## src/rtl/ram_port_arbiter.sv

```systemverilog
// ram_port_arbiter: shares the single data-RAM port between the CPU MEM stage
// and an external loader/debug port (EXT). One beat per cycle, 1-cycle read
// return routed back to the beat's owner, bounded EXT starvation.
// Optional build macro RAM_ARB_RR_EN: when both ports request (and no lock or
// starvation override applies), alternate winners instead of CPU priority.
module ram_port_arbiter #(
  parameter int ADDR_W       = 32,
  parameter int DATA_W       = 32,
  parameter int STARVE_LIMIT = 4,
  parameter int CNT_W        = 3
) (
  input  logic              clk,
  input  logic              reset,
  input  logic              cpu_req,
  input  logic              cpu_we,
  input  logic [ADDR_W-1:0] cpu_addr,
  input  logic [DATA_W-1:0] cpu_wdata,
  output logic              cpu_gnt,
  output logic              cpu_stall,
  output logic              cpu_rvalid,
  output logic [DATA_W-1:0] cpu_rdata,
  input  logic              ext_req,
  input  logic              ext_we,
  input  logic [ADDR_W-1:0] ext_addr,
  input  logic [DATA_W-1:0] ext_wdata,
  input  logic              ext_lock,
  output logic              ext_gnt,
  output logic              ext_rvalid,
  output logic [DATA_W-1:0] ext_rdata,
  output logic              ram_read_enable,
  output logic              ram_write_enable,
  output logic [ADDR_W-1:0] ram_addr,
  output logic [DATA_W-1:0] ram_wdata,
  input  logic [DATA_W-1:0] ram_rdata
);

  // Owner of the read beat whose data appears on ram_rdata this cycle.
  typedef enum logic [1:0] {
    RD_NONE = 2'd0,
    RD_CPU  = 2'd1,
    RD_EXT  = 2'd2
  } rd_owner_t;

  rd_owner_t         rd_owner_reg, rd_owner_next;
  logic              locked_reg, locked_next;
  logic [CNT_W-1:0]  starve_cnt_reg, starve_cnt_next;
  logic [DATA_W-1:0] cpu_rdata_reg, ext_rdata_reg;
  logic              cpu_win, ext_win;
  logic              starved;

`ifdef RAM_ARB_RR_EN
  // 0 = CPU won the most recent grant, 1 = EXT did.
  logic              last_winner_reg;
`endif

  assign starved = (starve_cnt_reg == CNT_W'(STARVE_LIMIT));

  // Winner selection: lock, then starvation override, then tie-break, then single requester.
  // The reset cycle grants nothing so the RAM sees no beat while state is cleared.
  always_comb begin
    cpu_win = 1'b0;
    ext_win = 1'b0;
    if (!reset) begin
      if (locked_reg && ext_req) begin
        ext_win = 1'b1;
      end else if (starved && ext_req) begin
        ext_win = 1'b1;
      end else if (cpu_req && ext_req) begin
`ifdef RAM_ARB_RR_EN
        if (last_winner_reg) cpu_win = 1'b1;
        else                 ext_win = 1'b1;
`else
        cpu_win = 1'b1;
`endif
      end else if (cpu_req) begin
        cpu_win = 1'b1;
      end else if (ext_req) begin
        ext_win = 1'b1;
      end
    end
  end

  // RAM port drive and requester handshakes; idle cycles drive zeros.
  always_comb begin
    ram_addr         = '0;
    ram_wdata        = '0;
    ram_write_enable = 1'b0;
    ram_read_enable  = 1'b0;
    if (cpu_win) begin
      ram_addr         = cpu_addr;
      ram_wdata        = cpu_wdata;
      ram_write_enable = cpu_we;
      ram_read_enable  = ~cpu_we;
    end else if (ext_win) begin
      ram_addr         = ext_addr;
      ram_wdata        = ext_wdata;
      ram_write_enable = ext_we;
      ram_read_enable  = ~ext_we;
    end
    cpu_gnt   = cpu_win;
    ext_gnt   = ext_win;
    cpu_stall = cpu_req & ~cpu_win;
  end

  // Next-state: read-return owner, burst lock and EXT starvation counter.
  always_comb begin
    rd_owner_next   = RD_NONE;
    locked_next     = ext_win & ext_lock;
    starve_cnt_next = starve_cnt_reg;
    if (cpu_win && !cpu_we) begin
      rd_owner_next = RD_CPU;
    end else if (ext_win && !ext_we) begin
      rd_owner_next = RD_EXT;
    end
    if (!ext_req || ext_win) begin
      starve_cnt_next = '0;
    end else if (!starved) begin
      starve_cnt_next = starve_cnt_reg + CNT_W'(1);
    end
  end

  // Read return outputs: valid while the owner's beat is on ram_rdata,
  // otherwise the last returned word is held. Forced to zero during reset.
  always_comb begin
    cpu_rvalid = !reset && (rd_owner_reg == RD_CPU);
    ext_rvalid = !reset && (rd_owner_reg == RD_EXT);
    cpu_rdata  = reset ? '0 : (cpu_rvalid ? ram_rdata : cpu_rdata_reg);
    ext_rdata  = reset ? '0 : (ext_rvalid ? ram_rdata : ext_rdata_reg);
  end

  // State registers; a reset drops any pending read return.
  always_ff @(posedge clk) begin
    if (reset) begin
      rd_owner_reg   <= RD_NONE;
      locked_reg     <= 1'b0;
      starve_cnt_reg <= '0;
      cpu_rdata_reg  <= '0;
      ext_rdata_reg  <= '0;
    end else begin
      rd_owner_reg   <= rd_owner_next;
      locked_reg     <= locked_next;
      starve_cnt_reg <= starve_cnt_next;
      if (cpu_rvalid) cpu_rdata_reg <= ram_rdata;
      if (ext_rvalid) ext_rdata_reg <= ram_rdata;
    end
  end

`ifdef RAM_ARB_RR_EN
  // Remember who won the last grant so a tie goes to the other port next time.
  always_ff @(posedge clk) begin
    if (reset) begin
      last_winner_reg <= 1'b0;
    end else if (cpu_win) begin
      last_winner_reg <= 1'b0;
    end else if (ext_win) begin
      last_winner_reg <= 1'b1;
    end
  end
`endif

endmodule

```

## config.mk

```make
export PLATFORM = sky130hd
export DESIGN_NAME = ram_port_arbiter
export DESIGN_NICKNAME = d
export VERILOG_FILES = /design/src/rtl/ram_port_arbiter.sv
export SDC_FILE = /design/constraint.sdc
export NUM_CORES = 1
export LEC_CHECK = 0
export BUFFER_PORTS_ARGS = -buffer_cell sky130_fd_sc_hd__buf_4
export CORE_AREA = 5 5 113 115
export CTS_CLUSTER_DIAMETER = 120
export DETAILED_ROUTE_END_ITERATION = 10
export DIE_AREA = 0 0 118 120
export MAX_ROUTING_LAYER = met4
export PLACE_DENSITY_LB_ADDON = 0.08
export SYNTH_ARGS = -nofsm -noshare
export SYNTH_HDL_FRONTEND = slang
export SYNTH_SLANG_ARGS = --single-unit
```

## constraint.sdc

```tcl
create_clock -name clk -period 1.8 [get_ports clk]
set_input_delay 0.27 -clock clk [delete_from_list [all_inputs] [get_ports clk]]
set_output_delay 0.27 -clock clk [all_outputs]
set_load 0.005 [all_outputs]
```

# [After elaboration in Yosys (flattened, before gate mapping)]
# Cells that the tools add are included.
[op_classes] addsub=1 n_eq_ne=3 muxes=25 bitwise=5 reduce_logical=14
[ops] op="$mux W32" count=8
[ops] op="$mux W1" count=16
[ops] op="$logic_and A1 B1 Y1" count=7
[ops] op="$logic_not A1 Y1" count=4
[ops] op="$reduce_or A2 Y1" count=2
[ops] op="$add A3 B1 Y3 const B" count=1
[ops] op="$eq A3 B3 Y1 const B" count=1
[ops] op="$not A1 Y1" count=3
[ops] op="$and A1 B1 Y1" count=2
[ops] op="$eq A2 B1 Y1 const B" count=1
[ops] op="$eq A2 B2 Y1 const B" count=1
[ops] op="$mux W2" count=1
[ops] op="$logic_or A1 B1 Y1" count=1
[word_totals] reg_bits=70 inputBits=167 out_inout_bits=135 elab_cells=54

# [Logic depth before layout (Yosys ltp)]
# Gate-level depths: netlist of the first run.
[depth] word_depth=9 mapped_depth=8 depth_no_buf=5

# [Worst setup path before layout of the first run]
# Ideal clock, no wire load.
[synth_timing] kind="register -> output" start="register starve_cnt_reg[0]" end="output ram_addr[10]" t_arrival_ns=1.453 required_ns=1.530 path_slack_ns=0.077 stages_incl_launch_ff=9 n_path_buf=3 path_cell_list="dfxtp_1 -> inv_1 -> ha_1 -> a21oi_2 -> o211a_1 -> buf_2 -> buf_6 -> buf_6 -> a22o_1"
[synth_between] elab_chain_cells=7
[synth_rtl] element="start: declaration" line="46" rtl="logic [CNT_W-1:0] starve_cnt_reg, starve_cnt_next;"
[synth_rtl] element="start signal: assignment" line="142" rtl="starve_cnt_reg <= starve_cnt_next;"
[synth_rtl] element="$eq A3 B3 Y1 (*)" line="56" rtl="assign starved = (starve_cnt_reg == CNT_W'(STARVE_LIMIT));"
[synth_rtl] element="$logic_and A1 B1 Y1 (*)" line="66" rtl="end else if (starved && ext_req) begin"
[synth_rtl] element="$mux W1" line="66"
[synth_rtl] element="$mux W1" line="64" rtl="if (locked_reg && ext_req) begin"
[synth_rtl] element="$mux W1" line="63" rtl="if (!reset) begin"
[synth_rtl] element="$mux W32" line="94" rtl="end else if (ext_win) begin"
[synth_rtl] element="$mux W32 (*)" line="89" rtl="if (cpu_win) begin"
[synth_rtl] element="end: declaration" line="32" rtl="output logic [ADDR_W-1:0] ram_addr,"
# Mark *: on every way between the ends. The rest lies on a longest branch, timed or not.

# [Worst setup path after layout of the first run]
[layout_timing] start="register starve_cnt_reg[0]" end="output ram_addr[0]"
# Same word-level chain as after synthesis.

==> results.ini, run 1 <==
[sta]
relSlewSlack_pct = 57.1
period_share_pct = 120
finalSetupViolCount = 102
hold_slack_ns = 0.153
rsz0062_at_grt = yes
clock_skew_ns = 0.00845
period_needed_ns = 2.16
finalHoldViolCount = 0
worst_pin_slew_ns = 0.643
max_freq_mhz = 464
slew_violations = 0
fin_ws_ns = -0.356

[critical_path]
path_class = reg2out
worstSetupStartpointType = flop
reg2reg_setup_slack_ns = 0.47
end_kind = output pin
cp.arrival_ns = 1.89
cp_data_required_time_ns = 1.53
worstPathMaxFanout = 21

[synth]
syn_avg_cell_area_sq_um = 7.87
netlist_area_sq_mm = 0.00313
synth_nets = 567
ys_ff_latch = 70
synth_top_area_share_pct = 44.7
synthCells = 398
synth_cell_types = 19
yosysTopAreaCell = dfxtp_1
yosys-top-cells-area = dfxtp_1 45%, a22o_1 18%, nand2_1 16%
seq_area_frac_synth_pct = 44.7
ys_warn_count = 0

[grt]
globalRoute.totalOverflow = 0
grtUsageTotal_pct = 27.1
grt_pass1_wl_um = 28000
grt_max_degree = 31
antenna_found_initial = 0
grt_pass1_vias = 4522

[clock_tree]
clock_latency_ns = 0.34
cts_tree = yes
cts_inserted_buffers = 9
ctsHtreeMaxLevel = 3
cts_hold_buf = 0
cts.reportedPaths.clkPinSlew_ns = 0.06
clock_path_buffers = 2
cts_root_buf = clkbuf_16
cts.sinks = 70

[layout]
utilization_pct = 67.2
area_growth_pct = 151
drive_gt1_share_pct = 72.1
final_common_cell = buf_4
register_area_sq_mm = 0.00141
fin_nets = 910
multi_input_area_sq_mm = 0.00245
fin_area_sq_mm = 0.00787
final_cell_mix = 285 x buf_4, 71 x nand2_1, 66 x dfxtp_1
fill_cells = 909
diodes = 0
layoutNonFillerInstCount = 893

[route]
wl_met2_um = 10800
wl_met1_um = 8400
wire_per_inst_um = 24.0
via_per_inst = 5.07
routed_wl_um = 21400
wl_met3_um = 1640
firstDrtPassIters = 6
drt_iter0_drc = 368
drc = 0
antenna_left = 0
num_vias = 4529
routed.top_layer = met4

[worst_hold_path]
hold_class = in2reg

[die]
io-pin-count = 302
start_util_pct = 26.7
num_rows = 40
fp.dieH_um = 120
core-area_sq_mm = 0.0117
die_w_um = 118
die_area_sq_mm = 0.0142

[pwr]
power_frac_clock_pct = 40.4
pwr-share-seq_pct = 33.2
ir_drop_mv = 0.623
p_sw_share_pct = 26.7
p_per_area_mw_per_mm2 = 615
power_switching_mw = 1.29
p_leak_nw = 3.68
combinationalPowerShare_pct = 26.4
intPower_mw = 3.54

[place]
dpl_cell_area_sq_mm = 0.00563
portBuffers = 301
dp_hpwl_um = 15200
pre_cts_ws_ns = -0.189
dp.cells = 828
gp_routability_congestion = 1.10

[run_status]
violations = setup timing
status = finished with violations

[run]
maxCapViolCount = 0

path summary, 6_finish.rpt:
| check | start | to | cells after the start |
|---|---|---|---|
| max | starve_cnt_reg[0] | ram_addr[0] | 7 |
| min reg2reg | ext_rdata_reg[9] | ext_rdata_reg[9] | 2 |
| min | ext_lock | locked_reg | 2 |
| max reg2reg | starve_cnt_reg[0] | rd_owner_reg[1] | 7 |
power groups by stage:
stage	logic, mW	registers (mW)	clock network [mW]
after global routing	1.34	1.61	2.04
after floorplan	0.269	1.64	0
after global placement	0.915	1.64	0
final	1.28	1.61	1.95
after detailed placement	0.919	1.64	0
after CTS	1.06	1.60	1.96
stage by stage:
| step | TNS [ns] | power [mW] |
|---|---|---|
| floorplan | 0 | 1.90 |
| global placement | -2.14 | 2.55 |
| detailed placement | -2.37 | 2.56 |
| CTS | -19.94 | 4.62 |
| global route | -27.32 | 4.99 |
| finish | -20.60 | 4.84 |
critical path, cell delays in order (launching register included):
cell and delay (ns):
dfxtp_2 0.32, inv_2 0.06, ha_4 0.15, a21oi_4 0.06
o211a_4 0.28, buf_12 0.17, a22o_2 0.34, buf_4 0.16
cell type report:
class                           instances  area share [%]
Multi-Input combinational cell        284            31.2
Inverter                                6           0.286
Clock buffer                           10            2.91
Clock inverter                          6            1.19
Sequential cell                        70            17.9
Tap cell                              147            2.34
Timing Repair Buffer                  370            44.2
what timing repair did:
action / CTS / global route
gates cloned: 10 / 12
pin swaps: 4 / 99
setup endpoints to repair: 94 / 133
gates resized for setup: 93 / 207
setup buffers: 4 / 25
cell usage after synthesis, drive strengths merged:
cell / number
and2: 3
nand3: 2
nor2: 5
nor3: 1
a21oi: 66
a22o: 66
o211a: 1
nand2: 131
nand2b: 2
a21boi: 1
buf: 13
nor2b: 4
dfxtp: 70
inv: 6
clkbuf: 25
ha: 2
routing by layer:
metal / vias to the layer above / GRT usage [%]
met5: - / -
met4: 0 / 9.46
met3: 39 / 9.71
li1: 2062 / -
met2: 229 / 44.6
met1: 2199 / 30.6
logic make-up after synthesis:
family	share of synthesized area (%)
and+or+nand+nor	18.6
AOI/OAI and AO/OA	29.8
buffers and inverters	6.07
adders and majority gates	0.799
DFF	44.7
Note: power is estimated with default switching activity, not from simulation.
==> run 2, diff against run 1 <==
BUFFER_PORTS_ARGS = -buffer_cell sky130_fd_sc_hd__buf_2   (was -buffer_cell sky130_fd_sc_hd__buf_4)
==> results.ini, run 2 (same netlist as run 1, synthesis figures left out) <==
[grt]
grtUsageTotal_pct = 26.8  ; -0.28 points
globalRoute.totalOverflow = 0  ; unchanged
grt_max_degree = 67  ; +120%
grt_pass1_wl_um = 27500  ; -2.1%
grt_pass1_vias = 4223  ; -6.6%
antenna_found_initial = 6  ; +6

[route]
firstDrtPassIters = 4  ; -2
routed_wl_um = 21500  ; about the same
num_vias = 4525  ; -0.088%
wire_per_inst_um = 23.9  ; -0.29%
drt_iter0_drc = 276  ; -25%
drc = 0  ; unchanged
antenna_left = 0  ; unchanged
via_per_inst = 5.05  ; -0.42%

[run_status]
violations = setup timing
status = finished with violations

[critical_path]
cp_cell_sequence = inv_2 -> ha_4 -> a21oi_4 -> o211a_4 -> bufbuf_16 -> a22o_1 -> buf_2
critPathSlowestCell = dfxtp_2
crit_path_max_incr_delay_ns = 0.33  ; about the same
path_class = reg2out
r2r-end = rd_owner_reg[0]
worstPathMaxFanout = 12  ; -43%
worstSetupStartpointType = flop
cp_data_required_time_ns = 1.53  ; about the same
reg2reg_setup_slack_ns = 0.28  ; -0.19 ns
cp.arrival_ns = 1.87  ; -0.02 ns
end_kind = output pin
r2r-start = starve_cnt_reg[1]
r2r_cells = 8  ; +1

[layout]
register_area_sq_mm = 0.00141  ; unchanged
final_cell_mix = 294 x buf_2, 67 x nand2_1, 66 x dfxtp_1
fill_cells = 1051  ; +16%
utilization_pct = 58.9  ; -8.3 points
area_growth_pct = 120
multi_input_area_sq_mm = 0.00249  ; +1.4%
final_common_cell = buf_2
layoutNonFillerInstCount = 896  ; +0.34%
fin_nets = 911  ; +0.11%
drive_gt1_share_pct = 71.3  ; -0.80 points

[die]
num_rows = 40  ; unchanged
die_w_um = 118  ; unchanged
io-pin-count = 302  ; unchanged
fp.dieH_um = 120  ; unchanged
start_util_pct = 26.7  ; unchanged
die_area_sq_mm = 0.0142  ; unchanged
core-area_sq_mm = 0.0117  ; unchanged

[sta]
worst_pin_slew_ns = 0.957  ; +0.314 ns
hold_slack_ns = 0.154  ; +0.00159 ns
fin_ws_ns = -0.341  ; +0.0145 ns
finalHoldViolCount = 0  ; unchanged
clock_skew_ns = 0.00444  ; -0.00401 ns
slew_violations = 0  ; unchanged
relSlewSlack_pct = 36.2  ; -21 points
period_share_pct = 119  ; -0.81 points
max_freq_mhz = 467  ; +0.68%
rsz0062_at_grt = yes
period_needed_ns = 2.14  ; -0.0145 ns
finalSetupViolCount = 109  ; +6.9%

[pwr]
p_leak_nw = 3.60  ; -2.0%
ir_drop_mv = 0.515  ; -17%
p_per_area_mw_per_mm2 = 661  ; +7.6%
power_mw = 4.56  ; -5.7%

[worst_hold_path]
hold-path-endpoint = locked_reg
whs_path_depth = 2  ; unchanged
hold_class = in2reg
hp-start = ext_lock

[place]
dp.cells = 834  ; +0.72%
portBuffers = 301  ; unchanged
dp_hpwl_um = 16000  ; +5.1%
gp_routability_congestion = 0.969  ; -12%

[clock_tree]
clock_latency_ns = 0.33  ; about the same
cts.sinks = 70  ; unchanged
cts.reportedPaths.clkPinSlew_ns = 0.06  ; about the same
cts_inserted_buffers = 9  ; unchanged
cts_root_buf = clkbuf_16
clock_path_buffers = 2  ; unchanged
cts_hold_buf = 0  ; unchanged
ctsHtreeMaxLevel = 3  ; unchanged
cts_tree = yes

[run]
maxCapViolCount = 0  ; unchanged

==> run 2: cell count changes in the layout (fill, tap and decap cells not counted), sizes merged <==
cell	before	now
buf	359	364
bufbuf	0	2
clkbuf	21	14
clkinv	1	2
diode	0	3
inv	8	7
==> run 2: area by class of cell <==
type	count	area share, %
timing repair buffer	371	35.9
inverter	6	0.327
clock inverter	6	1.25
multi-input combinational	284	36.0
tap	147	2.67
clock buffer	9	3.27
sequential	70	20.5
antenna	3	0.109
==> run 2: timing repair <==
| action | CTS | global route |
|---|---|---|
| pin swaps | 9 | 126 |
| setup buffers | 3 | 30 |
| resized for setup | 52 | 228 |
| gates cloned | 4 | 9 |
| endpoints found under the setup margin | 104 | 133 |
==> run 2: per-layer routing <==
metal / track usage (%) / routed length [um]
met4: 7.60 / 643
met3: 6.60 / 1740
met2: 44.1 / 10700
met5: - / 0
met1: 32.9 / 8400
==> run 2: worst max path at each step <==
stage	from	end	cells after the start
after global placement	starve_cnt_reg[0]	ram_addr[15]	9
after global routing	starve_cnt_reg[1]	ram_addr[26]	8
after floorplan	starve_cnt_reg[0]	ram_addr[10]	8
final	starve_cnt_reg[1]	ram_wdata[10]	7
after detailed placement	starve_cnt_reg[0]	ram_addr[3]	9
after CTS	starve_cnt_reg[1]	ram_wdata[25]	9
==> run 2: metrics by stage <==
stage / setup slack (ns) / area (sq um) / TNS [ns]
2_1_floorplan: 0.0770 / 3130 / 0
3_3_place_gp: -0.0355 / 4950 / -0.989
3_5_place_dp: -0.0798 / 4950 / -2.07
4_1_cts: -0.313 / 5620 / -19.15
5_1_grt: -0.390 / 6900 / -28.55
6_report: -0.341 / 6900 / -21.17
==> run 2: power by group <==
part           internal [mW]  switching, mW
clock network           1.21          0.687
registers               1.59         0.0136
logic                  0.515          0.550
total                   3.31           1.25
==> run 2: worst max-delay path: cells and delay by family (launching register included) <==
kind	cells	cell delay, ns
compound gates	3	0.58
buf+inv	3	0.47
flops	1	0.33
fa+ha+maj	1	0.16
